===== config.mk =====
export PLATFORM = sky130hd
export DESIGN_NAME = ps2_mouse_decoder
export DESIGN_NICKNAME = d
export VERILOG_FILES = /design/src/rtl/ps2_mouse_pkg.sv /design/src/rtl/ps2_mouse_decoder_axis_clamp.sv /design/src/rtl/ps2_mouse_decoder.sv
export SDC_FILE = /design/constraint.sdc
export NUM_CORES = 1
export LEC_CHECK = 0
export CORE_MARGIN = 2
export CORE_UTILIZATION = 50
export DETAILED_ROUTE_END_ITERATION = 8
export PLACE_DENSITY = 0.7
export SYNTH_ARGS = -nofsm -noshare
export SYNTH_HDL_FRONTEND = slang
export SYNTH_SLANG_ARGS = --single-unit

===== constraint.sdc =====
create_clock -name sys_clk -period 3.8 [get_ports sys_clk]
set_input_delay 0.95 -clock sys_clk [delete_from_list [all_inputs] [get_ports sys_clk]]
set_output_delay 0.95 -clock sys_clk [all_outputs]
set_load 0.05 [all_outputs]

===== src/rtl/ps2_mouse_pkg.sv =====
// Shared types and constants for the PS/2 mouse packet decoder.
package ps2_mouse_pkg;

  typedef enum logic [2:0] {
    WAIT_B0 = 3'd0,
    WAIT_B1 = 3'd1,
    WAIT_B2 = 3'd2,
    WAIT_B3 = 3'd3,
    UPDATE  = 3'd4
  } state_t;

  // Status byte bit positions
  localparam int BTN_L = 0;
  localparam int BTN_R = 1;
  localparam int BTN_M = 2;
  localparam int SYNC  = 3;
  localparam int XS    = 4;
  localparam int YS    = 5;
  localparam int XO    = 6;
  localparam int YO    = 7;

  function automatic int timeout_cycles(int clk_hz, int us);
    return clk_hz / 1000000 * us;
  endfunction

endpackage


===== src/rtl/ps2_mouse_decoder_axis_clamp.sv =====
// One cursor axis: add (or subtract) a 9-bit signed delta and clamp to 0..RES-1.
module ps2_axis_clamp #(
  parameter int RES = 640
) (
  input  logic [9:0] pos,
  input  logic [8:0] delta,
  input  logic       neg,
  output logic [9:0] pos_nxt
);

  localparam logic signed [11:0] MAXV = 12'(RES - 1);

  logic signed [11:0] p;
  logic signed [11:0] d;
  logic signed [11:0] sum;

  always_comb begin
    p   = $signed({2'b00, pos});
    d   = $signed({{3{delta[8]}}, delta});
    sum = neg ? (p - d) : (p + d);
    pos_nxt = sum[9:0];
    if (sum < 12'sd0)
      pos_nxt = '0;
    else if (sum > MAXV)
      pos_nxt = MAXV[9:0];
  end

endmodule


===== src/rtl/ps2_mouse_decoder.sv =====
// PS/2 mouse packet decoder: framing, timeout, button state and clamped cursor.
// Define PS2_MOUSE_WHEEL_EN for 4-byte IntelliMouse packets with wheel outputs.
module ps2_mouse_decoder
  import ps2_mouse_pkg::*;
#(
  parameter int clk_freq   = 50000000,
  parameter int H_RES      = 640,
  parameter int V_RES      = 480,
  parameter int TIMEOUT_US = 2000
) (
  input  logic       sys_clk,
  input  logic       sys_rst,
  input  logic [7:0] rx_byte,
  input  logic       rx_valid,
  output logic [9:0] pos_x,
  output logic [9:0] pos_y,
  output logic [2:0] buttons,
  output logic       pkt_valid,
  output logic       sync_err,
`ifdef PS2_MOUSE_WHEEL_EN
  output logic [3:0] wheel_z,
  output logic [7:0] wheel_acc,
`endif
  output logic [7:0] err_cnt
);

  localparam int TO_CYC = timeout_cycles(clk_freq, TIMEOUT_US);
  localparam int TW     = $clog2(TO_CYC + 1);
  localparam logic [TW-1:0] TO_LAST = TW'(TO_CYC - 1);

  state_t state_q, state_d;
  logic [TW-1:0] timer_q, timer_d;
  logic [7:0] status_q, status_d;
  logic [7:0] dx_q, dx_d;
  logic [7:0] dy_q, dy_d;
  logic [9:0] pos_x_q, pos_x_d, pos_y_q, pos_y_d;
  logic [2:0] buttons_q, buttons_d;
  logic       pkt_valid_q, pkt_valid_d;
  logic       sync_err_q, sync_err_d;
  logic [7:0] err_cnt_q, err_cnt_d;
  logic [9:0] x_nxt, y_nxt;
  logic [8:0] dx_eff, dy_eff;
`ifdef PS2_MOUSE_WHEEL_EN
  logic [3:0] dz_q, dz_d, wheel_z_q, wheel_z_d;
  logic [7:0] wheel_acc_q, wheel_acc_d;
`endif

  // Overflow bits discard the delta entirely rather than saturating it
  assign dx_eff = status_q[XO] ? 9'd0 : {status_q[XS], dx_q};
  assign dy_eff = status_q[YO] ? 9'd0 : {status_q[YS], dy_q};

  ps2_axis_clamp #(.RES(H_RES)) u_clamp_x (
    .pos(pos_x_q), .delta(dx_eff), .neg(1'b0), .pos_nxt(x_nxt)
  );
  ps2_axis_clamp #(.RES(V_RES)) u_clamp_y (
    .pos(pos_y_q), .delta(dy_eff), .neg(1'b1), .pos_nxt(y_nxt)
  );

  always_comb begin
    state_d     = state_q;
    timer_d     = timer_q;
    status_d    = status_q;
    dx_d        = dx_q;
    dy_d        = dy_q;
    pos_x_d     = pos_x_q;
    pos_y_d     = pos_y_q;
    buttons_d   = buttons_q;
    pkt_valid_d = 1'b0;
    sync_err_d  = 1'b0;
    err_cnt_d   = err_cnt_q;
`ifdef PS2_MOUSE_WHEEL_EN
    dz_d        = dz_q;
    wheel_z_d   = wheel_z_q;
    wheel_acc_d = wheel_acc_q;
`endif
    case (state_q)
      WAIT_B0, UPDATE: begin
        if (state_q == UPDATE) begin
          pos_x_d     = x_nxt;
          pos_y_d     = y_nxt;
          buttons_d   = status_q[BTN_M:BTN_L];
          pkt_valid_d = 1'b1;
          state_d     = WAIT_B0;
`ifdef PS2_MOUSE_WHEEL_EN
          wheel_z_d   = dz_q;
          wheel_acc_d = wheel_acc_q + {{4{dz_q[3]}}, dz_q};
`endif
        end
        // A byte arriving during UPDATE is treated as a fresh first byte
        if (rx_valid) begin
          if (rx_byte[SYNC]) begin
            status_d = rx_byte;
            state_d  = WAIT_B1;
            timer_d  = '0;
          end else begin
            sync_err_d = 1'b1;
          end
        end
      end
      WAIT_B1, WAIT_B2, WAIT_B3: begin
        if (rx_valid) begin
          timer_d = '0;
          if (state_q == WAIT_B1) begin
            dx_d    = rx_byte;
            state_d = WAIT_B2;
          end else if (state_q == WAIT_B2) begin
            dy_d    = rx_byte;
`ifdef PS2_MOUSE_WHEEL_EN
            state_d = WAIT_B3;
`else
            state_d = UPDATE;
`endif
          end else begin
`ifdef PS2_MOUSE_WHEEL_EN
            dz_d    = rx_byte[3:0];
`endif
            state_d = UPDATE;
          end
        end else if (timer_q == TO_LAST) begin
          state_d    = WAIT_B0;
          timer_d    = '0;
          sync_err_d = 1'b1;
        end else begin
          timer_d = timer_q + 1'b1;
        end
      end
      default: state_d = WAIT_B0;
    endcase
    if (sync_err_d && err_cnt_q != 8'hFF)
      err_cnt_d = err_cnt_q + 8'd1;
  end

  always_ff @(posedge sys_clk or posedge sys_rst) begin
    if (sys_rst) begin
      state_q     <= WAIT_B0;
      timer_q     <= '0;
      status_q    <= '0;
      dx_q        <= '0;
      dy_q        <= '0;
      pos_x_q     <= 10'(H_RES / 2);
      pos_y_q     <= 10'(V_RES / 2);
      buttons_q   <= '0;
      pkt_valid_q <= 1'b0;
      sync_err_q  <= 1'b0;
      err_cnt_q   <= '0;
`ifdef PS2_MOUSE_WHEEL_EN
      dz_q        <= '0;
      wheel_z_q   <= '0;
      wheel_acc_q <= '0;
`endif
    end else begin
      state_q     <= state_d;
      timer_q     <= timer_d;
      status_q    <= status_d;
      dx_q        <= dx_d;
      dy_q        <= dy_d;
      pos_x_q     <= pos_x_d;
      pos_y_q     <= pos_y_d;
      buttons_q   <= buttons_d;
      pkt_valid_q <= pkt_valid_d;
      sync_err_q  <= sync_err_d;
      err_cnt_q   <= err_cnt_d;
`ifdef PS2_MOUSE_WHEEL_EN
      dz_q        <= dz_d;
      wheel_z_q   <= wheel_z_d;
      wheel_acc_q <= wheel_acc_d;
`endif
    end
  end

  assign pos_x     = pos_x_q;
  assign pos_y     = pos_y_q;
  assign buttons   = buttons_q;
  assign pkt_valid = pkt_valid_q;
  assign sync_err  = sync_err_q;
  assign err_cnt   = err_cnt_q;
`ifdef PS2_MOUSE_WHEEL_EN
  assign wheel_z   = wheel_z_q;
  assign wheel_acc = wheel_acc_q;
`endif

endmodule

# After elaboration in Yosys (flattened, before gate mapping)
# Cells that the tools add are included.
# W data, S select, Z words.
# totals
ff_bits	77
in_bits	11
out_inout_bits	33
wordCells	64
# op_classes
add_sub_neg	4
magnitude_cmp	4
n_eq_ne	9
mux	25
n_bitwise	1
reduce_logical	10
# op_table
operator	count
$mux W17	4
$mux W10	4
$pmux W17 S2	1
$lt A12 B1 Y1 const B	2
$mux W3	6
$mux W9	2
$add A17 B1 Y17 const B	1
$eq A17 B17 Y1 const B	1
$add A11 B9 Y12	1
$gt A12 B10 Y1 const B	1
$gt A12 B11 Y1 const B	1
$sub A11 B9 Y12	1
$reduce_and A3 Y1	3
$add A8 B1 Y8 const B	1
$ne A8 B8 Y1 const B	1
$eq A3 B2 Y1 const B	2
$mux W1	6
$pmux W3 S2	1
$ne A2 B2 Y1 const B	2
$reduce_and A4 Y1	1
$eq A3 B1 Y1 const B	1
$eq A3 B3 Y1 const B	1
$logic_not A3 Y1	1
$ne A3 B3 Y1 const B	1
other kinds (7)	7

# Logic depth before layout (Yosys ltp)
# Gate-level depths: netlist of the first run.
# depth
depth_word	5
ltp_mapped	11

# Cells and area by module
# From an unflattened synthesis of the first run, not the netlist that was laid out.
# unflattened
hier_cells	511
hier_area_um2	5202.5
# by_module_without_submodules
mod	n_inst	cells_each	area_per_inst_um2
ps2_mouse_decoder	1	279	3379.5
ps2_axis_clamp (u_clamp_x)	1	111	922.1
ps2_axis_clamp (u_clamp_y)	1	121	900.9

# Worst setup path after synthesis of the first run
# No wires, ideal clock.
# synth_path
path_type	register -> register
from	register pos_y_q[0] (netlist: pos_y[0])
to	register pos_y_q[3] (netlist: pos_y[3])
arrival_ns	2.809
path_slack_ns	0.865
path_stages_with_launch	12
synth_period_minus_slack_ns	2.935
path_cell_list	dfrtp_1 > inv_1 > ha_1 > inv_1 > fa_1 > a21oi_1 > o22ai_1 > o31a_1 > a311oi_2 > a21oi_2 > o31a_1 > a221o_1
# synth_between
elab_chain_len	4
elab_cells_between_ends	5
# synth_lines
element	line	rtl
from (decl)	ps2_mouse_decoder.sv:36	logic [9:0] pos_x_q, pos_x_d, pos_y_q, pos_y_d;
from (signal assigned)	ps2_mouse_decoder.sv:141	pos_y_q <= 10'(V_RES / 2);
from (signal assigned)	ps2_mouse_decoder.sv:158	pos_y_q <= pos_y_d;
$sub A11 B9 Y12 (*)	ps2_mouse_decoder_axis_clamp.sv:20	sum = neg ? (p - d) : (p + d);
$gt A12 B10 Y1	ps2_mouse_decoder_axis_clamp.sv:24	else if (sum > MAXV)
$mux W10	ps2_mouse_decoder_axis_clamp.sv:24	
$mux W10 (*)	ps2_mouse_decoder_axis_clamp.sv:22	if (sum < 12'sd0)
# Mark *: on every way between the ends. The rest lies on a longest branch, timed or not.
# A chain may end at the register's enable or synchronous reset.

# Final worst setup path of the first run
# layout_path
from	register status_q[7]
to	register pos_y_q[1] (netlist: pos_y[1])
# layout_between
elab_chain_len	5
elab_cells_between_ends	6
# layout_lines
element	line	rtl
from (decl)	ps2_mouse_decoder.sv:33	logic [7:0] status_q, status_d;
from (signal assigned)	ps2_mouse_decoder.sv:154	status_q <= status_d;
$mux W9 (*)	ps2_mouse_decoder.sv:50	assign dy_eff = status_q[YO] ? 9'd0 : {status_q[YS], dy_q};
$sub A11 B9 Y12 (*)	ps2_mouse_decoder_axis_clamp.sv:20	
$gt A12 B10 Y1	ps2_mouse_decoder_axis_clamp.sv:24	
$mux W10	ps2_mouse_decoder_axis_clamp.sv:24	
$mux W10 (*)	ps2_mouse_decoder_axis_clamp.sv:22	
# Marks and branches as above.

==> results list, run 1 <==
* Critical path required time: between 4 and 5 ns
- Synth Flop Type: dfrtp_1
- Detailed-route via count: roughly 3400
- Setup violations remaining at the end of the flow were counted as 0.
- In this run the worst hold path is classified as reg -> reg.
- After detailed routing, the number of remaining DRC violations is 0.
- The worst pin sits at a relative slew slack of 46.7%.
- Worst reg2reg path endpoint: pos_y[1]
* Shortest clock period the worst path allows after layout: about 3.2 ns
* Max Root-Sink Buffers: 2
- Distinct cells, synth: 60
* Die ar.: just under 0.01 mm^2
- Compared with the post-synthesis result, the final layout area differs by 18.0%.
- HPWL after DPL: 6.58 mm
* Final weighted congestion of routability-driven global placement: 0.915
* Number of synthesized register bits: 76
- TritonCTS Buffers: 9
* Leakage power: 2.28 nW
* Worst Min Path Start: status_q[1]
- The final hold violation count came to 0.
* Post-synthesis cell count: 435
* Post-route clock skew: 0.00666 ns
* WS Path Type: reg -> reg
- Most frequent cells in the layout: 70 x dfrtp_1, 43 x clkdlybuf4s50_1, 38 x nand2_1, 38 x nor2_1, 25 x ha_1
* Post-route design area: 0.00524 mm^2
- Total routing usage reported by global routing: 20.1%
- Average vias per placed instance: 5.72
- Number of max-slew violations in the final report: 0
* First-pass GRT wire length: 15.6 mm
- TritonCTS built the clock tree.
- Leaving out fill and tap cells, the most frequent cell in the layout is dfrtp_1.
- Among cell families on the critical path, the largest total delay comes from compound AO/OA/AOI/OAI gates.
* Worst hold stages: 2
* Cell types with the largest area share after synthesis: dfrtp_1 39%, ha_1 7.0%, mux2_2 6.1%
- Number of H-tree levels: 3
- Counting every net in the synthesized netlist gives 473.
- In this run the tool buffered the top-level ports with 43 buffer cells.
- CTS placed an instance of clkbuf_8 at the clock tree root.
- Min-Delay Endpoint: buttons[1]
* WL final: 9.14 mm
* Die height: 98.2 um
- In the final routed layout, each cell accounts on average for 15.3 um.
- Antenna violations before repair: 0
- Post-CTS Setup Bufs: 0
- Fin nets: around 520
- For the pin with the worst max-slew slack, the measured transition is 0.798 ns.
- First DRT Iteration DRCs: between 100 and 150
- Clock-pin slew was measured on the worst setup and hold paths at 0.08 ns.
* Post-synthesis area per instance: between 10 and 15 um^2
- Reg2reg path depth: 11
- After Yosys synthesis, full adders, half adders and majority gates account for 7.95% of the synthesized area.
* Cell repeated most along the worst path: o31a_1
* Cell row count: 34
- P per Cell Area: between 800 and 900 mW/mm^2
- Largest net degree at the start of global routing: between 70 and 80
* RSZ-0062 raised after global routing: false
- Simple-gate portion of the synthesized area: 17.1%
- Number of instances resized during post-cts repair: 0
- The first detailed-routing pass ran for 4 iterations.
* Startpoint of the worst register-to-register path: status_q[7]
* Core area: approximately 0.0087 mm^2
* Final antenna-violating net count: 0
* Most area-hungry cell type in the Yosys netlist: dfrtp_1
- Xor/xnor cell area share of the yosys netlist: around 6.7%
- Along the worst path, the maximum fanout reaches 10.
* Starting Density: 51.2%
- After synthesis the cells add up to 0.00444 mm^2.
- Portion of the post-synthesis area used by sequential elements: 43.0%
- Slowest library cell on the worst path: dfrtp_1
- Summing the areas of all compound-gate instances in the mapped netlist gives 16.2% of the synthesized area.
- Via count of the first global-routing pass: between 3000 and 4000
- Yosys printed 0 warnings.
- The later pin in the worst-skew pair is clocked with a latency of 0.35 ns.
- Highest clock rate: roughly 320 MHz
- Ratio of cells with drive above 1 in the final layout: around an eighth
* Count of max-cap constraint violations: 0
- Reg-to-reg setup timing slack: 0.65 ns
* Clock sink total: 76
- Die width: 98.2 um
- IR analysis of the VDD net gives a maximum drop of 0.000403 V.
* Ys async rst share: 100%
- Number of synthesized flops with an enable pin: 0
- Yosys top cell area share: 39.5%
- Element type at the critical path end: flop
* Combinational family with the most area after synthesis: simple AND/OR/NAND/NOR gates
* Number of buffers inserted for hold repair after clock tree synthesis: 0
* Total gr overflow: 0
* Multiplexer share of the synthesized area: 6.62%
- Final antenna diode count: 0
- Number of top-level pins: 44
- Portion of the clock cycle consumed by the worst path in the final layout: about 83%
- The run finished with clean final reports.
- Data arrival time of the critical path: around 3.4 ns
* Number of buffers and inverters on the critical path: 1
- On the worst path, the slowest cell contributes a delay of 0.45 ns.
- Worst-path cell chain: nor2b_1 -> ha_1 -> inv_1 -> fa_1 -> a21oi_1 -> o22ai_1 -> o31a_1 -> a311oi_2 -> a21oi_2 -> o31a_1 -> a221o_1
* Crit path launch type: flop
- TNS Setup: 0 ns
- Cell area reported after detailed placement: ~0.005 mm^2
==> worst max-delay path by stage <==
stage	from	endpoint	slack (ns)	cells past startpoint
after CTS	status_q[7]	pos_y[1]	0.66	11
final	status_q[7]	pos_y[1]	0.65	11
after global routing	status_q[7]	pos_y[1]	0.40	11
after detailed placement	status_q[7]	pos_y[1]	0.69	11
after floorplan	pos_y[0]	pos_y[3]	0.86	11
after global placement	rx_byte[3]	timer_q[12]	0.75	9
==> state kept, by name, summed over array words and instances, names as in the netlist <==
signal,flops
pkt_valid,1
pos_x,10
buttons,3
dy_q,8
err_cnt,8
sync_err,1
state_q,3
status_q,7
timer_q,17
pos_y,10
dx_q,8
==> final cells by class <==
type,count,area [um^2]
multi-input cells,335,2430
well taps,108,135
fillers,745,3440
clock inverters,3,42.5
repair buffers,48,480
flip-flops and latches,76,1910
inverters,16,60.1
clock buffers,13,179
==> metrics by stage <==
stage / hold slack, ns / setup slack (ns) / power (mW) / cells / util, %
detailed placement: 0.452 / 0.688 / 3.83 / 583 / 57.8
global placement: 0.450 / 0.749 / 3.80 / 583 / 57.8
CTS: 0.473 / 0.664 / 4.51 / 599 / 60.3
global route: 0.503 / 0.397 / 4.84 / 599 / 60.3
finish: 0.470 / 0.646 / 4.50 / 599 / 60.3
floorplan: 0.435 / 0.865 / 3.19 / 435 / -
==> where the power goes <==
group	switching [mW]	total, mW	internal (mW)
Clock	0.291	0.666	0.374
Combinational	1.53	2.58	1.06
Sequential	0.197	1.25	1.05
Total	2.02	4.50	2.49
==> cells in the mapped netlist, types with 6 or more instances <==
master and count:
xor2_1 19, ha_1 25, nand2_1 38, nor2b_1 12
dfstp_2 6, and3_1 8, o21ai_0 23, xnor2_1 15
nand4_1 6, inv_1 16, a311oi_1 6, nor2_1 38
dfrtp_1 70, mux2_2 24, nand3_1 12, o21a_1 7
a21oi_1 16, nand2b_1 13
==> routing by layer <==
layer / GRT usage [%] / vias up / share of wire [%]
met5: 0 / - / 0
met4: 8.32 / 0 / 1.9
met3: 3.44 / 15 / 2.9
met2: 30.1 / 62 / 45
met1: 29.1 / 1671 / 50
li1: - / 1677 / -
==> kinds of logic (layout without fill, tap and decap cells) <==
group	count (synthesis)	count (layout)
flops	76	76
buf+inv	24	80
xor+xnor	34	34
compound gates	98	98
mux	26	26
fa+ha+maj	27	27
simple gates	150	150
==> worst reg2reg max path, stage by stage (launching register included) <==
cell and delay, ns:
dfrtp_1 0.45, nor2b_1 0.17, ha_1 0.19, inv_1 0.06, fa_1 0.39, a21oi_1 0.27, o22ai_1 0.16, o31a_1 0.33
a311oi_2 0.26, a21oi_2 0.09, o31a_1 0.38, a221o_1 0.29
Power figures use the tool's default switching activity.
==> run 2, diff against run 1 <==
==> constraint.sdc (replaced) <==
create_clock -name sys_clk -period 3.05 [get_ports sys_clk]
set_input_delay 0.7625 -clock sys_clk [delete_from_list [all_inputs] [get_ports sys_clk]]
set_output_delay 0.7625 -clock sys_clk [all_outputs]
set_load 0.05 [all_outputs]
==> run 2 against run 1 <==
Count of clock-buffer cells in the layout shrank 2; core utilization is 1.5 points higher; sequential share of layout area decreased by 0.87 points; die area is the same; via count up 2.7%; first-iteration DRC count increased by 35%; critical path type unchanged; critical endpoint is now pos_x[5]; highest routed layer unchanged.
==> results list, run 2 (synthesis results as in run 1) <==
- The number of diodes came to 0 (unchanged).
* Clock sink total: 76 (unchanged)
- The buffer type at the clock tree root is clkbuf_8 (unchanged).
- Flip-flop count of the largest register after layout: 17 (unchanged)
* Number of top-level pins: 44 (unchanged)
* WL final: 9.86 mm (was 9.14 mm)
* Die width: 98.2 um (unchanged)
- The overall power consumption was 5.85 mW (was 4.50 mW).
- The HPWL reported at the end of detailed placement was 6.73 mm (was 6.58 mm).
* Detailed-route via count: 3516 (was 3425)
- Critical path peak fanout: 6 (was 10)
- Critical path required time: 3.30 ns (was 4.03 ns)
- Skew-Pair Late Insertion Delay: 0.35 ns (about the same)
- Final number of hold-violating endpoints: 0 (unchanged)
- The via count of the first global-routing pass came to 3426 (was 3285).
* First DRT Iteration DRCs: 181 (was 134)
- Routed length per instance: 16.2 um (was 15.3 um)
- Die height: 98.2 um (unchanged)
- The number of buffers between clock root and the deepest sink was 2 (unchanged).
- The detailed-router iteration count before antenna repair is 5 (was 4).
* Switching portion of total power: 45.3% (was 44.8%)
* Leakage power: 2.34 nW (was 2.28 nW)
- The kind of cell adding the most delay to the critical path was compound AO/OA/AOI/OAI gates (unchanged).
- The worst hold-check path type was reg -> reg (unchanged).
- Total gr overflow: 0 (unchanged)
- Number of buffers inserted for hold repair after clock tree synthesis: 0 (unchanged)
- Number of H-tree levels: 3 (unchanged)
- The net load switching power came to 2.65 mW (was 2.02 mW).
* Leading cell type in the layout, fill and taps excluded: dfrtp_1 (unchanged)
- Core area: 0.00868 mm^2 (unchanged)
- The register containing the most flip-flops in the final layout is timer_q (unchanged).
- Dpl ws: 0.0736 ns (was 0.688 ns)
- Average vias per placed instance: 5.77 (was 5.72)
- Final antenna-violating net count: 0 (unchanged)
* Worst-path cell chain: buf_4 -> nor2b_1 -> ha_1 -> a2111o_1 -> o2111ai_1 -> o21ai_1 -> a21oi_2 -> or3_1 -> a2bb2oi_4 -> a311oi_1 (was nor2b_1 -> ha_1 -> inv_1 -> fa_1 -> a21oi_1 -> o22ai_1 -> o31a_1 -> a311oi_2 -> a21oi_2 -> o31a_1 -> a221o_1)
* Residual DRC count: 0 (unchanged)
- Highest clock rate: 346 MHz (was 317 MHz)
- The count of endpoints failing setup in the final report came to 0 (unchanged).
* Count of max-cap constraint violations: 0 (unchanged)
- Portion of the clock cycle consumed by the worst path in the final layout: 94.7% (was 83.0%)
- The effective utilization at floorplan came to 51.2% (unchanged).
* Fin nets: 534 (was 524)
- TritonCTS Buffers: 9 (unchanged)
- The full die area was 0.00965 mm^2 (unchanged).
* Crit path setup slack, layout: 0.162 ns (was 0.646 ns)
* Cell area reported after detailed placement: 0.00508 mm^2 (was 0.00501 mm^2)
- The clock-pin slew reported for the worst setup and hold paths after clock tree synthesis is 0.08 ns (about the same).
* Total routing usage reported by global routing: 20.8% (was 20.1%)
- Count of input and output buffers: 43 (unchanged)
* Crit path launch type: flop (unchanged)
- Element type at the critical path end: flop (unchanged)
* Pin slew with the least headroom to its limit: 0.578 ns (was 0.798 ns)
- The final worst clock skew came to 0.00819 ns (was 0.00666 ns).
- Power share of the combinational group: 58.9% (was 57.4%)
* Final weighted congestion of routability-driven global placement: 0.915 (about the same)
* Run status: finished, final reports clean (unchanged)
- Post-route design area: 0.00536 mm^2 (was 0.00524 mm^2)
* Clk network pwr share: 14.6% (was 14.8%)
* Hold_ws: 0.469 ns (was 0.470 ns)
- Int Pwr: 3.20 mW (was 2.49 mW)
* Peak VDD IR: 0.000563 V (was 0.000403 V)
- The library cell contributing the largest single delay on the critical path is a2111o_1 (was dfrtp_1).
* First-pass GRT wire length: 16.4 mm (was 15.6 mm)
* Number of max-slew violations in the final report: 0 (unchanged)
* Most frequent cells in the layout: 70 x dfrtp_1, 43 x clkdlybuf4s50_1, 38 x nand2_1, 38 x nor2_1, 25 x ha_1 (unchanged)
* Shortest clock period the worst path allows after layout: 2.89 ns (was 3.15 ns)
- Area added between synthesis and finish: 20.8% (was 18.0%)
- The sequential fraction of design power is 26.5% (was 27.8%).
* Ratio of cells with drive above 1 in the final layout: 15.8% (was 13.0%)
- The site row count came to 34 (unchanged).
- Max-slew headroom at the worst pin: 61.2% (was 46.7%)
- Data arrival time of the critical path: 3.14 ns (was 3.39 ns)
- The final core utilization is 61.8% (was 60.3%).
- The buffer and inverter count on the worst path came to 1 (unchanged).
* Slowest cell delay on critical path: 0.44 ns (was 0.45 ns)
* Largest net degree at the start of global routing: 77 (unchanged)
- The clock tree from TritonCTS is yes (unchanged).
* Antenna violations before repair: 0 (unchanged)
- P per Cell Area: 1090 mW/mm^2 (was 860 mW/mm^2)
- The critical path class is reg -> reg (unchanged).
[run 2: cell types whose count changed in the layout (fill, tap and decap cells not counted), moves of 2 or more]
cell	change
buf_4	+9
clkbuf_1	+2
a21oi_2	+2
clkbuf_8	-4
a21oi_1	-3
[run 2: path summary, 6_finish.rpt]
check | start | to | slack, ns | depth (start not counted)
setup / recovery | status_q[6] | pos_x[5] | 0.16 | 10
hold / removal | status_q[2] | buttons[2] | 0.47 | 2
setup reg to reg | status_q[6] | pos_x[5] | 0.16 | 10
hold reg to reg | status_q[2] | buttons[2] | 0.47 | 2
max in group asynchronous | sys_rst | pos_y[7] | 1.86 | 3
min in group asynchronous | sys_rst | pos_y[8] | 0.79 | 3
[run 2: final cells by class]
| cell class | count | area, um^2 |
|---|---|---|
| Clock inverter | 5 | 85.1 |
| Timing Repair Buffer | 57 | 548 |
| Multi-Input combinational cell | 336 | 2490 |
| Tap cell | 108 | 135 |
| Inverter | 16 | 60.1 |
| Sequential cell | 76 | 1910 |
| Fill cell | 740 | 3310 |
| Clock buffer | 11 | 131 |
[run 2: tightest hold or removal path: cells and delay by family, from the launching register on]
family           cells  cell delay (ns)
flip-flops           1             0.35
AND/OR/NAND/NOR      2             0.10
[run 2: power groups by stage]
stage | registers (mW) | clock network [mW] | logic [mW]
after floorplan | 2.10 | 0 | 1.88
after global placement | 1.56 | 0 | 3.19
after detailed placement | 1.57 | 0 | 3.22
after CTS | 1.55 | 0.872 | 3.25
after global routing | 1.60 | 0.921 | 3.72
final | 1.55 | 0.856 | 3.44
[run 2: routing by layer]
metal | track usage, % | part of all wire [%]
met4 | 6.74 | 1.8
met5 | 0 | 0
met3 | 4.44 | 4.7
met2 | 31.9 | 46
met1 | 29.8 | 48
[run 2: repair_timing]
| action | 4_1_cts | 5_1_grt |
|---|---|---|
| gates resized for setup | 0 | 11 |
| hold endpoints to repair | 0 | 0 |
| setup endpoints to repair | 0 | 14 |
| setup buffers | 0 | 0 |
[run 2: stage by stage]
stage,setup TNS [ns],cells
after floorplan,0,435
after global placement,0,592
after detailed placement,0,592
after CTS,0,608
after global routing,-0.131,609
final,0,609
==> run 3, diff against run 2 <==
--- a/config.mk
+++ b/config.mk
@@ -5,10 +5,9 @@
 export SDC_FILE = /design/constraint.sdc
 export NUM_CORES = 1
 export LEC_CHECK = 0
-export CORE_MARGIN = 2
 export CORE_UTILIZATION = 50
 export DETAILED_ROUTE_END_ITERATION = 8
-export PLACE_DENSITY = 0.7
+export PLACE_DENSITY = 0.73
 export SYNTH_ARGS = -nofsm -noshare
 export SYNTH_HDL_FRONTEND = slang
 export SYNTH_SLANG_ARGS = --single-unit
==> constraint.sdc (replaced) <==
create_clock -name sys_clk -period 2.4 [get_ports sys_clk]
set_input_delay 0.6 -clock sys_clk [delete_from_list [all_inputs] [get_ports sys_clk]]
set_output_delay 0.6 -clock sys_clk [all_outputs]
set_load 0.05 [all_outputs]
==> run 3 against run 2 <==
The run now ends with negative setup slack left; global-route usage increased by 6.2 points; non-clock buffer count increased by 83; sequential share of layout area decreased by 5.7 points; cell area increased by 19%; hold slack improved by 0.0080 ns; clock skew increased by 0.0026 ns; sequential power increased by 32%; clock power increased by 18%; die area decreased by 4.0%; highest routed layer unchanged.
==> results list, run 3 (synthesis results as in run 1) <==
- The via count of the first global-routing pass was 3959 (was 3426).
- The number of H-tree levels was 3 (unchanged).
- Number of max-slew violations in the final report: 0 (unchanged)
* Skew-Pair Late Insertion Delay: 0.34 ns (was 0.35 ns)
- RSZ-0062 raised after global routing: true
- WS Path Type: reg -> reg (unchanged)
- The pin slew with the least headroom to its limit is 0.535 ns (was 0.578 ns).
* Hold_ws: 0.477 ns (was 0.469 ns)
* Cell row count: 34 (unchanged)
- The top fanout value on the critical path was 5 (was 6).
- The core area came to 0.00868 mm^2 (unchanged).
* Count of max-cap constraint violations: 0 (unchanged)
* Peak VDD IR: 0.000829 V (was 0.000563 V)
* Element type at the critical path end: flop (unchanged)
* Ratio of cells with drive above 1 in the final layout: 39.4% (was 15.8%)
* Detailed-route via count: 3966 (was 3516)
- HPWL after DPL: 8.06 mm (was 6.73 mm)
* Largest net degree at the start of global routing: 48 (was 77)
- The type of element launching the critical path is a flop (unchanged).
- The uppermost layer routed is met4 (unchanged).
- The number of diodes is 0 (unchanged).
- The most common cell after layout, fill and taps aside was buf_4 (was dfrtp_1).
* Shortest clock period the worst path allows after layout: 2.77 ns (was 2.89 ns)
- The worst hold-check path type is reg -> reg (unchanged).
- The critical path data required time came to 2.68 ns (was 3.30 ns).
- Met3 routed wirelength: 556 um (was 461 um)
* Failing checks: negative setup slack
* Fin util: 73.8% (was 61.8%)
* Cell area reported after detailed placement: 0.00570 mm^2 (was 0.00508 mm^2)
* Number of buffers inserted for hold repair after clock tree synthesis: 0 (unchanged)
- The count of pins on the block boundary is 44 (unchanged).
- The residual antenna-violating net count after detailed routing was 0 (unchanged).
* Starting Density: 51.2% (unchanged)
- Post-route design area: 0.00641 mm^2 (was 0.00536 mm^2)
- The final hold violation count is 0 (unchanged).
* Data arrival time of the critical path: 3.05 ns (was 3.14 ns)
- Detail Route met2 WL: 6.01 mm (was 4.49 mm)
- Worst hold stages: 1 (was 2)
* P per Cell Area: 1470 mW/mm^2 (was 1090 mW/mm^2)
* Total of fill cells in the finished design: 579 (was 740)
* Total gr overflow: 0 (unchanged)
- TritonCTS Buffers: 9 (unchanged)
- Crit path setup slack, layout: -0.370 ns (was 0.162 ns)
- Final setup violation count: 19 (was 0)
- Most frequent cells in the layout: 91 x buf_4, 64 x dfrtp_1, 41 x clkdlybuf4s50_1, 37 x nand2_1, 37 x nor2_1 (was 70 x dfrtp_1, 43 x clkdlybuf4s50_1, 38 x nand2_1, 38 x nor2_1, 25 x ha_1).
- The post-route met1 wirelength is 5.32 mm (was 4.73 mm).
- The die width is 96.2 um (was 98.2 um).
* Routed length per instance: 17.8 um (was 16.2 um)
- Area added between synthesis and finish: 44.4% (was 20.8%)
- The leakage power is 2.83 nW (was 2.34 nW).
* Die ar.: 0.00926 mm^2 (was 0.00965 mm^2)
- Overall power consumption: 9.44 mW (was 5.85 mW)
- Post-route clock skew: 0.0107 ns (was 0.00819 ns)
- The overall fraction of global-route tracks in use came to 27.0% (was 20.8%).
- Flip-flop count of the largest register after layout: 17 (unchanged)
- Average vias per placed instance: 5.73 (was 5.77)
* Final weighted congestion of routability-driven global placement: 0.871 (was 0.915)
- First-pass GRT wire length: 18.8 mm (was 16.4 mm)
- The remaining max-slew budget at the tightest pin came to 64.2% (was 61.2%).
- Portion of the clock cycle consumed by the worst path in the final layout: 115% (was 94.7%)
* Count of input and output buffers: 43 (unchanged)
- The clock tree from TritonCTS was yes (unchanged).
- The aggregate routed wire length is 12.3 mm (was 9.86 mm).
- Detailed Routing Iterations Pass 1: 4 (was 5)
- The residual DRC count was 0 (unchanged).
- The number of buffers between clock root and the deepest sink was 2 (unchanged).
- The register containing the most flip-flops in the final layout is timer_q (unchanged).
- The DRC violation total after the first TritonRoute iteration came to 172 (was 181).
- Highest clock rate: 361 MHz (was 346 MHz)
- The initial antenna violation count was 0 (unchanged).
* Clock input transition at the sequential cells of the worst setup and hold paths: 0.08 ns (about the same)
- The buffer type at the clock tree root is clkbuf_8 (unchanged).
* Fin nets: 617 (was 534)
- Run status: finished, violations left (was finished, final reports clean)
- The depth of the worst register-to-register path is 9 (was 10).
- The height of the chip is 96.2 um (was 98.2 um).
- TNS Setup: -5.42 ns (was 0 ns)
* Clock sink total: 76 (unchanged)
run 3: what timing repair did:
action                                  in CTS  in global routing
pin swaps                                   24                 25
cloned                                       2                  0
setup buffers                               14                  5
endpoints found under the setup margin      20                 21
gates resized for setup                     49                 25
run 3: final cells by class:
type	count	area, um^2	area share, %
Multi-Input combinational cell	336	2910	45.3
Sequential cell	76	1920	29.9
Timing Repair Buffer	140	1180	18.5
Clock buffer	12	155	2.42
Tap cell	108	135	2.11
Inverter	16	63.8	0.996
Clock inverter	4	47.5	0.742
run 3: path summary, 6_finish.rpt:
check | end | startpoint | slack [ns]
worst min-delay path | timer_q[16] | timer_q[16] | 0.48
worst min register to register | timer_q[16] | timer_q[16] | 0.48
max in group asynchronous | pos_x[6] | sys_rst | 1.28
worst max register to register | pos_y[0] | status_q[7] | -0.37
worst max-delay path | pos_y[0] | status_q[7] | -0.37
min in group asynchronous | pos_y[8] | sys_rst | 0.55
run 3: critical path: stages, from the launching register on:
cell and delay, ns:
dfrtp_2 0.46, nand2b_4 0.16, ha_1 0.28, nor2b_1 0.26, o2111ai_2 0.23, and2_1 0.25, xnor2_1 0.20, nor4b_1 0.36
o31a_1 0.35, a221o_1 0.15
run 3: metrics by stage:
step                cells  setup WS, ns
floorplan             435        -0.170
global placement      658        -0.264
detailed placement    658        -0.327
CTS                   689        -0.289
global route          692        -0.474
finish                692        -0.370
run 3: layer usage:
| layer | global-route usage [%] | up-vias |
|---|---|---|
| met4 | 12.4 | 0 |
| met5 | 0 | - |
| li1 | - | 1867 |
| met2 | 44.4 | 114 |
| met1 | 34.1 | 1946 |
| met3 | 5.45 | 39 |
run 3: power breakdown:
part / leakage, nW / switching [mW] / internal [mW]
sequential: 0.950 / 0.365 / 1.68
clock: 0.102 / 0.472 / 0.535
combinational: 1.78 / 3.34 / 3.06
total: 2.83 / 4.17 / 5.27
==> RTL edit 1 (flow settings as in run 1) <==
The parameter `TIMEOUT_US` goes from 2000 to 500.
--- a/src/rtl/ps2_mouse_decoder.sv
+++ b/src/rtl/ps2_mouse_decoder.sv
@@ -7,5 +7,5 @@
   parameter int H_RES      = 640,
   parameter int V_RES      = 480,
-  parameter int TIMEOUT_US = 2000
+  parameter int TIMEOUT_US = 500
 ) (
   input  logic       sys_clk,
Behaviour: same outputs for any inputs over 4 cycles, from zero or initial values and one cycle with sys_rst high; that may be too few to reach the edited logic, so the function may still have changed.
==> RTL edit 1 against run 1 <==
Sequential cell count decreased by 2. Largest cell class unchanged. Critical endpoint is now pos_x[2]. Hold slack improved by 0.0056 ns. Design area is 0.31% higher. Area after synthesis about the same. Sequential share of layout area down 1.1 points. Routed wire length up 7.6%. Fmax rose by 5.7%. Total power increased by 0.35%. Count of clock-buffer cells in the layout down 2. Critical path type unchanged. Worst setup slack gained 0.17 ns.
==> RTL edit 1: results (changes against run 1) <==
[setup_path]
reg2reg_from = status_q[6]
crit_path_top_delay_cell = dfrtp_1
arrival_ns = 3.20  ; -0.19 ns
reg2regPathDepth = 9  ; -2
path_class = reg -> reg
crit_family = compound AO/OA/AOI/OAI gates
reg2reg_slack_ns = 0.82  ; +0.17 ns
crit_path_end = pos_x[2]
slowest_delay_ns = 0.49  ; +0.04 ns

[cells_and_area]
clockBufferCount = 11  ; -2
nNonClkBuffers = 50  ; +4.2%
clock_cell_area_share = 0.04073  ; -0.001560
drive_above_1_share = 0.1208  ; -0.009554
num-multi-input-gates = 351  ; +4.8%
stdcell_count = 613  ; +2.3%
seq_share = 0.3540  ; -0.01066
fillCellCount = 785  ; +5.4%
seq_cell_count = 74  ; -2.6%
multi_input_area_share = 0.4752  ; +0.01119
n_all_inverters = 14  ; -2
final_util = 0.6052  ; +0.001874
largest_reg_flops = 15  ; -2
nets = 538  ; +2.7%

[place]
dpl.cell_count = 597  ; +2.4%
hpwl_um = 7295  ; +11%
dp_slack_ns = 0.8485  ; +0.1600 ns
placed_area_mm2 = 0.005039  ; +0.47%

[routing]
wl_met1_um = 4826  ; +5.6%
wl_met3_um = 368  ; +39%
wl_met2_um = 4545  ; +9.9%
drtIter0Drc = 182  ; +36%
viasPerCell = 5.889  ; +3.0%
wl_um = 9838  ; +7.6%

[pwr]
internal-power_w = 0.002452  ; -1.3%
max-vdd-ir-drop_uv = 372.1  ; -7.6%
leakage_nw = 2.327  ; +1.9%

[global_routing]
grt_util_met2 = 0.3377  ; +0.03635
grt_max_degree = 49  ; -36%
grt_usage = 0.2155  ; +0.01424
grt_pass1_vias = 3588  ; +9.2%
grt_pass1_wl_um = 17090  ; +9.4%
antenna_found_initial = 0  ; unchanged
grt_util_met1 = 0.3107  ; +0.01921
gr-usage-met3 = 0.04366  ; +0.009306

[timing]
skew_ns = 0.01615  ; +0.009497 ns
max_freq_ghz = 0.3352  ; +5.7%
worst_pin_slew_ns = 0.7383  ; -0.05931 ns

[synthesis]
yosys-top-cells-area = dfrtp_1 38%, ha_1 7.0%, mux2_2 6.1%
syn_nets = 489  ; +3.4%
synth_common_cells = 68 x dfrtp_1, 49 x nand2_1, 28 x nor2_1
synth_cell_types = 58  ; -3.3%
syn_inst = 451  ; +3.7%
seq_area_frac_synth = 0.4186  ; -0.01151

[clocking]
postCtsSetupBuffers = 0  ; unchanged
cts_buffers = 9  ; unchanged
htree_levels = 3  ; unchanged
clkTransAtPathRegs_ns = 0.08  ; about the same

[run_status]
status = completed

[hold_path]
whs_endpoint = buttons[0]
worstHoldStart = status_q[0]

-- RTL edit 1: cell count changes after synthesis, sizes merged, moves of 7 or more --
cell and delta:
nor3 +7, nand2b -9, and3 +9, nor2 -10
nand2 +11
-- RTL edit 1: cell families after synthesis --
kind of cell / Yosys count / share of synthesized area
AO/OA/AOI/OAI: 113 / 0.1794
XOR/XNOR: 26 / 0.05127
adder cells (fa/ha/maj): 27 / 0.07944
buffers and inverters: 26 / 0.02225
flip-flops: 74 / 0.4186
multiplexers: 26 / 0.06535
AND/OR/NAND/NOR: 159 / 0.1837
-- RTL edit 1: power groups by stage --
stage | Sequential (W) | Combinational [W] | Clock [W]
floorplan | 0.00167 | 0.00152 | 0
global placement | 0.00124 | 0.00257 | 0
detailed placement | 0.00125 | 0.00261 | 0
CTS | 0.00124 | 0.00263 | 0.000664
global route | 0.00128 | 0.00288 | 0.000704
finish | 0.00124 | 0.00264 | 0.000643
==> RTL edit 2 (settings of run 1) <==
Made on the original files. Reset style: synchronous (`sys_rst`), changed in one clocked block.
--- a/src/rtl/ps2_mouse_decoder.sv
+++ b/src/rtl/ps2_mouse_decoder.sv
@@ -131,5 +131,5 @@
   end
 
-  always_ff @(posedge sys_clk or posedge sys_rst) begin
+  always_ff @(posedge sys_clk) begin
     if (sys_rst) begin
       state_q     <= WAIT_B0;
Formal check against the unedited RTL: differs if sys_rst is asserted again (counterexample within 4 cycles, from zero or initial values and one cycle with sys_rst high); with sys_rst held inactive, the same outputs for 4 cycles.
==> RTL edit 2 against run 1 <==
Area after synthesis fell by 1.9%. First-iteration DRC count is 45% higher. Routed wire length rose by 11%. Design area shrank 2.8%. Largest cell class unchanged. Worst setup slack lost 0.024 ns. Hold slack got worse by 0.018 ns. Critical path depth unchanged. Sequential cell count unchanged.
Power is not compared: it rests on default switching activity, and its combinational part moved more than twofold at a synthesized area within 25%.
==> RTL edit 2: results (changes against run 1) <==
[synthesis]
async_flop_share = 0  ; -1.000
synth_mux_area_frac = 0.04368  ; -0.02256
synth-compound-area-share = 0.2060  ; +0.04397
synth_fa_ha_area_frac = 0.08103  ; +0.001553
seq_area_frac_synth = 0.3494  ; -0.08068
syn_inst = 515  ; +18%
yosys-top-cells-area = dfxtp_1 35%, ha_1 7.2%, nor2_1 5.6%
syn_nets = 553  ; +17%

[global_routing]
grt_usage = 0.2194  ; +0.01812
grt_pass1_wl_um = 17290  ; +11%
grt_pass1_vias = 3682  ; +12%

[cells_and_area]
nets = 594  ; +13%

[setup_path]
reg2reg_from = status_q[7]
reg2reg_to = pos_y[5]
crit_path_top_delay_cell = nor4b_1
arrival_ns = 3.41  ; +0.02 ns
reg2reg_slack_ns = 0.62  ; -0.02 ns
slowest_delay_ns = 0.43  ; -0.02 ns

[run_status]
status = completed

[place]
hpwl_um = 7495  ; +14%
dpl.cell_count = 653  ; +12%

[routing]
wl_met3_um = 467  ; +77%
vias = 3868  ; +13%
wl_met1_um = 4748  ; +3.9%
wl_met2_um = 4722  ; +14%
wl_um = 10130  ; +11%

[timing]
holdWs_ns = 0.4524  ; -0.01794 ns
worst_pin_slew_ns = 0.8495  ; +0.05190 ns
skew_ns = 0.01057  ; +0.003911 ns

[hold_path]
worstHoldStart = status_q[5]
whs_endpoint = status_q[5]

RTL edit 2: worst max-delay path by stage:
| stage | depth (start not counted) | endpoint | slack [ns] |
|---|---|---|---|
| final | 11 | pos_y[5] | 0.62 |
| after global routing | 11 | pos_y[5] | 0.27 |
| after CTS | 11 | pos_y[5] | 0.70 |
| after detailed placement | 7 | timer_q[13] | 0.67 |
| after global placement | 7 | err_cnt[7] | 0.73 |
| after floorplan | 10 | pos_x[8] | 0.90 |
RTL edit 2: through the flow:
step                setup WS [ns]  instance area [um2]    util
detailed placement         0.6685                 4885  0.5684
finish                     0.6223                 5090  0.5923
floorplan                  0.8978                 4354       -
global placement           0.7324                 4885  0.5684
global route               0.2695                 5090  0.5923
CTS                        0.7014                 5090  0.5923
RTL edit 2: final cells by class:
cell class | count | area (um2)
clock buffers | 10 | 127.6
clock inverters | 5 | 77.57
fillers | 794 | 3503
inverters | 16 | 60.06
multi-input cells | 406 | 2713
flip-flops and latches | 76 | 1521
well taps | 108 | 135.1
repair buffers | 47 | 455.4
